--- src/rtl/bus_slave_endpoint.sv ---
// bus_slave_endpoint
// Target-side endpoint of the shell interconnect. Address and write data
// arrive over the shared "common" bus. Each transaction becomes one
// request/acknowledge access toward the user registers. A wait counter
// aborts any access that is not acknowledged in time, so the bus cannot hang.
module bus_slave_endpoint #(
    parameter int               WIDTH          = 32,
    parameter int               TIMEOUT_CYCLES = 256,
    parameter logic [WIDTH-1:0] ERR_DATA       = WIDTH'(32'hDEAD_BEEF)
) (
    input  logic             clk,
    input  logic             reset,

    // Controller side: address / write-data phases over the common bus
    input  logic             i_addr_valid,
    input  logic             i_write_enable,
    input  logic             i_write_data_valid,
    output logic             o_addr_ready,
    output logic             o_write_data_ready,
    input  logic [WIDTH-1:0] i_common,

    // Controller side: read response
    output logic             o_read_data_valid,
    input  logic             i_read_data_ready,
    output logic [WIDTH-1:0] o_read_data,

    // User register side: single request / acknowledge access
    output logic             o_req,
    output logic             o_req_we,
    output logic [WIDTH-1:0] o_req_addr,
    output logic [WIDTH-1:0] o_req_wdata,
    input  logic             i_req_ack,
    input  logic [WIDTH-1:0] i_req_rdata,

    // Status
    output logic [7:0]       o_timeout_count,
    output logic             o_busy
);

    // The wait counter only has to reach TIMEOUT_CYCLES-1.
    localparam int              CNT_W    = (TIMEOUT_CYCLES > 2) ? $clog2(TIMEOUT_CYCLES) : 1;
    localparam logic [CNT_W-1:0] CNT_LAST = CNT_W'(TIMEOUT_CYCLES - 1);

    typedef enum logic [1:0] {
        IDLE  = 2'd0,
        WDATA = 2'd1,
        REQ   = 2'd2,
        RRESP = 2'd3
    } state_t;

    state_t           state_q;
    state_t           state_d;

    logic [WIDTH-1:0] addr_q;
    logic             we_q;
    logic [WIDTH-1:0] wdata_q;
    logic [WIDTH-1:0] rdata_q;
    logic [CNT_W-1:0] wait_cnt_q;
    logic [7:0]       tcount_q;

    logic             addr_hs;
    logic             wdata_hs;
    logic             ack_hit;
    logic             timeout_hit;
    logic             rresp_hs;

    // Saturating increment for the aborted-access counter.
    function automatic logic [7:0] sat_inc8(input logic [7:0] v);
        return (v == 8'hFF) ? v : v + 8'd1;
    endfunction

    // Handshake and completion events, all qualified by the registered state.
    // An ack on the last wait cycle takes priority over the timeout.
    always_comb begin
        addr_hs     = (state_q == IDLE)  && i_addr_valid;
        wdata_hs    = (state_q == WDATA) && i_write_data_valid;
        ack_hit     = (state_q == REQ)   && i_req_ack;
        timeout_hit = (state_q == REQ)   && !i_req_ack && (wait_cnt_q == CNT_LAST);
        rresp_hs    = (state_q == RRESP) && i_read_data_ready;
    end

    // State register.
    always_ff @(posedge clk or posedge reset) begin
        if (reset) begin
            state_q <= IDLE;
        end else begin
            state_q <= state_d;
        end
    end

    // Next-state decode.
    always_comb begin
        state_d = state_q;
        unique case (state_q)
            IDLE: begin
                if (addr_hs) begin
                    state_d = i_write_enable ? WDATA : REQ;
                end
            end
            WDATA: begin
                if (wdata_hs) begin
                    state_d = REQ;
                end
            end
            REQ: begin
                // Writes finish here, reads always deliver a response (real or ERR_DATA).
                if (ack_hit || timeout_hit) begin
                    state_d = we_q ? IDLE : RRESP;
                end
            end
            RRESP: begin
                if (rresp_hs) begin
                    state_d = IDLE;
                end
            end
            default: state_d = IDLE;
        endcase
    end

    // Handshake and status outputs decoded from the registered state only.
    always_comb begin
        o_addr_ready       = 1'b0;
        o_write_data_ready = 1'b0;
        o_req              = 1'b0;
        o_read_data_valid  = 1'b0;
        unique case (state_q)
            IDLE:    o_addr_ready       = 1'b1;
            WDATA:   o_write_data_ready = 1'b1;
            REQ:     o_req              = 1'b1;
            RRESP:   o_read_data_valid  = 1'b1;
            default: o_addr_ready       = 1'b0;
        endcase
        o_busy = (state_q != IDLE);
    end

    // Address and direction are captured only on the address handshake.
    always_ff @(posedge clk or posedge reset) begin
        if (reset) begin
            addr_q <= '0;
            we_q   <= 1'b0;
        end else if (addr_hs) begin
            addr_q <= i_common;
            we_q   <= i_write_enable;
        end
    end

    // Write data is captured only on the write-data handshake.
    always_ff @(posedge clk or posedge reset) begin
        if (reset) begin
            wdata_q <= '0;
        end else if (wdata_hs) begin
            wdata_q <= i_common;
        end
    end

    // Read data: user data on ack, error pattern on timeout, held otherwise.
    always_ff @(posedge clk or posedge reset) begin
        if (reset) begin
            rdata_q <= '0;
        end else if (!we_q) begin
            if (ack_hit) begin
                rdata_q <= i_req_rdata;
            end else if (timeout_hit) begin
                rdata_q <= ERR_DATA;
            end
        end
    end

    // Wait counter: zero outside REQ, so it starts from zero on every REQ entry.
    always_ff @(posedge clk or posedge reset) begin
        if (reset) begin
            wait_cnt_q <= '0;
        end else if (state_q == REQ) begin
            wait_cnt_q <= wait_cnt_q + CNT_W'(1);
        end else begin
            wait_cnt_q <= '0;
        end
    end

    // Count aborted accesses, saturating so the counter never wraps back to zero.
    always_ff @(posedge clk or posedge reset) begin
        if (reset) begin
            tcount_q <= 8'd0;
        end else if (timeout_hit) begin
            tcount_q <= sat_inc8(tcount_q);
        end
    end

    assign o_req_addr      = addr_q;
    assign o_req_we        = we_q;
    assign o_req_wdata     = wdata_q;
    assign o_read_data     = rdata_q;
    assign o_timeout_count = tcount_q;

endmodule
--- config.mk ---
export PLATFORM = sky130hd
export DESIGN_NAME = bus_slave_endpoint
export DESIGN_NICKNAME = d
export VERILOG_FILES = /design/src/rtl/bus_slave_endpoint.sv
export SDC_FILE = /design/constraint.sdc
export NUM_CORES = 1
export LEC_CHECK = 0
export CAP_MARGIN = 20
export CORE_UTILIZATION = 45
export DETAILED_ROUTE_END_ITERATION = 16
export PLACE_DENSITY = 0.8
export SETUP_SLACK_MARGIN = 0.5
export SYNTH_ARGS = -nofsm -noshare
export SYNTH_HDL_FRONTEND = slang
export SYNTH_SLANG_ARGS = --single-unit
export TNS_END_PERCENT = 30
--- constraint.sdc ---
create_clock -name clk -period 11 [get_ports clk]
set_input_delay 2.2 -clock clk [delete_from_list [all_inputs] [get_ports clk]]
set_output_delay 2.2 -clock clk [all_outputs]
set_load 0.01 [all_outputs]
Yosys cells after proc, flatten, opt, wreduce, memory -nomap -nowiden

Cells that the tools add are included.

Add/sub/neg operators: 2
Multiply operators: 0
Divide/modulo/power cells: 0
Order comparisons: 0
Eq/ne operators: 9
Shifts and indexed selects: 0
Muxes and demuxes: 14
Bitwise gates (word level): 2
Reduce and logical (&&, ||, !) cells: 14

Operators with widths:

| operator              | count |
|---|---|
| $mux W32              | 2 |
| $add A8 B1 Y8 const B | 2 |
| $eq A8 B8 Y1 const B  | 2 |
| $mux W2               | 6 |
| $mux W8               | 1 |
| $ne A2 B2 Y1 const B  | 4 |
| $pmux W2 S4           | 1 |
| $logic_and A1 B1 Y1   | 6 |
| $eq A2 B2 Y1 const B  | 2 |
| $mux W1               | 4 |
| $reduce_and A2 Y1     | 2 |
| $reduce_and A4 Y1     | 1 |
| $reduce_bool A2 Y1    | 2 |
| $eq A2 B1 Y1 const B  | 1 |
| $logic_not A2 Y1      | 1 |
| $not A1 Y1            | 2 |
| $logic_not A1 Y1      | 1 |
| $logic_or A1 B1 Y1    | 1 |

Register bits: 115
Bits in latches: 0
RAM bits: 0
Bits in read-only memories: 0
Bits of input ports: 71
Output and inout port bits: 110
Word-level logic and storage cells: 48
Memories: 0

Logic depth before layout (Yosys ltp)

Depth after elaboration: 6
Gate-level depth with buffers: 7
Gate-level depth less buffers: 5

Worst setup path after synthesis

OpenSTA, ideal clock, no wires.

Path kind: input to register
Start: input i_req_ack
End: register tcount_q[1], in the netlist o_timeout_count[1]
Library setup time: 125 ps
Arrival time: 3102 ps
Required time: 10875 ps
Slack: 7773 ps
Stages on the path: 3
Path buffers: 0
Cell sequence: nor4_4 -> and2_4 -> mux2_4

Word-level cells in the longest chain between the ends: 4

Ends and longest elaborated chain:

| item                              | RTL line | text |
|---|---|---|
| start: declaration                | 32       | `input logic i_req_ack,` |
| $logic_not A1 Y1                  | 78       | `timeout_hit = (state_q == REQ) && !i_req_ack && (wait_cnt_q == CNT_LAST);` |
| $logic_and A1 B1 Y1 (2 in series) | 78       |  |
| $reduce_and A2 Y1 (no line)       | n/a      |  |
| end signal: assignment            | 185      | `tcount_q <= sat_inc8(tcount_q);` |
| end: declaration                  | 59       | `logic [7:0] tcount_q;` |

Every way passes these cells.
A chain may end at the register's enable or synchronous reset.

Worst setup path in the final report

Start: register state_q[0]
End: output o_req

Word-level cells in the longest chain between the ends: 2

Ends and longest elaborated chain:

| item                     | RTL line | text |
|---|---|---|
| start: declaration       | 51       | `state_t state_q;` |
| start signal: assignment | 87       | `state_q <= state_d;` |
| $eq A2 B2 Y1             | 126      | `unique case (state_q)` |
| $mux W1                  | 126      |  |
| end: declaration         | 28       | `output logic o_req,` |

Every way passes these cells.

==> run summary <==
Clock tree from TritonCTS = built
Overall die area = 10400 um2
Vias per inst = 5.11
Worst path max stage delay = 0.54 ns
Post-layout min period = 4.08 ns
Worst Tran Pin Value = 0.860 ns
Unique masters post-synth = 34
R2r startpoint = wait_cnt_q[0]$_DFF_PP0_
Fraction of the yosys area taken by sequential cells = 64.2%
Category of cells accounting for the largest share of critical-path delay = buffers and inverters
Sequence of cells on the critical path = nand2b_4, inv_1, clkdlybuf4s50_1
Worst endpoint required time = 8.80 ns
Post-synthesis cell area = 4480 um2
Number of endpoints with negative hold slack in the final report = 0
Worst Hold Slack = 0.490 ns
Vias after detailed routing = 3251
Yosys reg bits = 115
Core Footprint = 9730 um2
Number of levels in the clock H-tree = 4
Largest net degree at the start of global routing = 71
Area after detailed placement = 6380 um2
Master cell of the clock root buffer = clkbuf_8
First-pass DRT Iterations = 4
Detailed-placement wirelength estimate = 7.79 mm
Kind of path behind the tightest hold check = flop to flop
Gate count of the mapped netlist = 305
Maximum fanout along the worst path = 10
Setup-violating endpoint count in the final report = 0
Die boundary height = 102 um
# nets final = 565
Count of buffers inserted at the top-level ports = 180
Layout overhead on the synthesized area = 56.2%
Unrepaired setup endpoints after global routing = no
Max capacitance violation total = 0
Source of the critical timing path = state_q[0]$_DFFE_PP0P_
Number of DRC violations after detailed routing = 0
Pwr Density = 302 nW/um2
Wire length of the first global-routing pass = 17.5 mm
Num ports = 181
CP Data Arrival Time = 1.88 ns
Cells resized by post-CTS repair = 0
Chip Width = 102 um
Summed negative setup slack over all endpoints = 0 ns
Worst Skew = 0.00776 ns
Tcrit/Tclk final = 37.1%
CP Launch Type = flop
Leakage power total = 2.94 nW
Residual antenna-violating net count after detailed routing = 0
Headroom to the max-slew limit = 42.6%
Sw Ratio = 28.8%
Most common cell after layout, fill and taps aside = clkdlybuf4s50_1
Number of sinks on the clock net = 115
Design internal power = 0.00151 W
Overflow left after global routing = 0
Cell count of the worst reg-to-reg path = 5
Final slew viol count = 0
Sequential group share of total power = 34.3%
Count of synthesis-stage warnings from yosys = 0
Row count = 36
Routed Wire Length = 11.2 mm
Antenna violations before repair = 0
Part of the total power dissipated in the clock network = 26.5%
Post-route cell area = 7000 um2
Post-CTS setup buffers = 0
P_sw = 0.000609 W
Final core utilization = 71.9%
Flop-to-flop setup slack = 8.88 ns
Initial cell density of the core = 46.0%
Maximum number of buffers from clock root to sink = 2
Antenna cell count = 0
DR iter-0 viols = 80
Clock buffers created by TritonCTS = 17
Cell at the slowest stage of the critical path = clkdlybuf4s50_1
Share of cells above drive strength 1 = 20.5%
Global-route usage over all layers = 23.0%
Gp weighted congestion = 0.768
CP Capture Type = output port
Reg2Reg Capture Point = o_read_data[26]$_DFFE_PP0P_
Number of gates on the worst path with buffers counted = 3
Number of global-route vias before repair = 3451
Clock slew at reported path FFs = 0.05 ns
Wirelength per Cell = 17.7 um
Gate power share = 39.2%
Clock latency reported for the late side of the worst-skew pair = 0.50 ns
Synthesized area divided by synthesized cell count = 14.7 um2
Top achievable clock speed = 245 MHz
Setup Crit Path Kind = flop to output port
Highest ir drop seen on vdd = 0.000157 V
Commonest cells after routing, fill and taps aside = clkdlybuf4s50_1 (180), dfrtp_1 (115), mux2_2 (66)
Endpoint of the most critical setup path = o_req
Count of buffer and inverter cells on the critical path = 2
Post-synthesis net count = 378
Outcome = completed
Post-cts hold buffer count = 0
Fillcell total = 693
cell usage after synthesis (all sizes together):
cell / count / area share [%]
a221oi: 1 / 0.20
nor3b: 1 / 0.17
nand2: 8 / 0.67
nand4: 4 / 0.56
xnor2: 7 / 1.4
a22oi: 1 / 0.17
a31oi: 2 / 0.28
o21a: 1 / 0.17
mux2i: 2 / 0.45
xor2: 3 / 0.59
o21ai: 4 / 0.45
mux2: 67 / 17
nor2: 11 / 0.92
a22o: 8 / 1.6
nor4: 1 / 0.47
nand2b: 1 / 0.31
or3: 1 / 0.14
nor3: 1 / 0.11
inv: 5 / 0.42
ha: 2 / 0.56
nand3: 6 / 0.67
buf: 13 / 1.8
clkbuf: 2 / 0.17
dfrtp: 115 / 64
o22a: 24 / 4.7
nor2b: 2 / 0.28
and2: 6 / 0.89
a21oi: 2 / 0.22
and3: 4 / 0.56
worst register-to-register path, cell delays in order (launching register included):
cell and delay [ns]:
dfrtp_1 0.40, ha_1 0.23, nand4_1 0.25, nor2_1 0.21
o21a_1 0.69, o22a_1 0.28
power groups by stage:
stage,clock network (W),registers [W],logic (W)
after detailed placement,0,0.000728,0.000835
final,0.000561,0.000726,0.000830
after floorplan,0,0.000794,0.000290
after CTS,0.000570,0.000727,0.000841
after global routing,0.000589,0.000749,0.000886
after global placement,0,0.000717,0.000811
cell families after synthesis:
family                   after synthesis  synth area share, %
AO/OA/AOI/OAI                         43                 7.74
multiplexers                          69                 17.4
flip-flops                           115                 64.2
XOR/XNOR                              10                 1.96
adder cells (fa/ha/maj)                2                0.559
AND/OR/NAND/NOR                       46                 5.75
buffers and inverters                 20                 2.37
layer usage:
metal,vias to the layer above,share of wire (%),wire [um],GRT usage [%]
met3,20,6.2,694,7.25
met1,1656,38,4230,25.5
li1,1468,-,-,-
met4,0,2.0,223,10.1
met5,-,0,0,0
met2,107,54,6090,40.3
layout make-up:
class / instances / area, um2 / share of cell area (%)
Timing Repair Buffer: 183 / 1820 / 26.1
Tap cell: 133 / 166 / 2.38
Multi-Input combinational cell: 170 / 1500 / 21.4
Sequential cell: 115 / 2880 / 41.1
Inverter: 5 / 21.3 / 0.304
Clock inverter: 9 / 154 / 2.20
Clock buffer: 21 / 459 / 6.56
per-stage QoR:
step	setup WS, ns	total power, W	cells
2_1_floorplan	5.76	0.00108	305
3_3_place_gp	7.05	0.00153	606
3_5_place_dp	6.99	0.00156	606
4_1_cts	6.90	0.00214	636
5_1_grt	6.82	0.00222	636
6_report	6.92	0.00212	636
sequential cells by signal, indices dropped and copies added, names as in the netlist:
name	count
o_req_we	1
o_read_data	32
wait_cnt_q	8
o_timeout_count	8
o_req_addr	32
state_q	2
o_req_wdata	32
how the worst min path moves through the flow:
stage	startpoint	end	cells past startpoint
5_1_grt	o_read_data[23]$_DFFE_PP0P_	o_read_data[23]$_DFFE_PP0P_	1
3_3_place_gp	wait_cnt_q[0]$_DFF_PP0_	wait_cnt_q[0]$_DFF_PP0_	1
3_5_place_dp	o_read_data[30]$_DFFE_PP0P_	o_read_data[30]$_DFFE_PP0P_	1
2_1_floorplan	wait_cnt_q[0]$_DFF_PP0_	wait_cnt_q[0]$_DFF_PP0_	1
4_1_cts	o_read_data[30]$_DFFE_PP0P_	o_read_data[30]$_DFFE_PP0P_	1
6_report	o_read_data[30]$_DFFE_PP0P_	o_read_data[30]$_DFFE_PP0P_	1
Note: power is estimated with default switching activity, not from simulation.
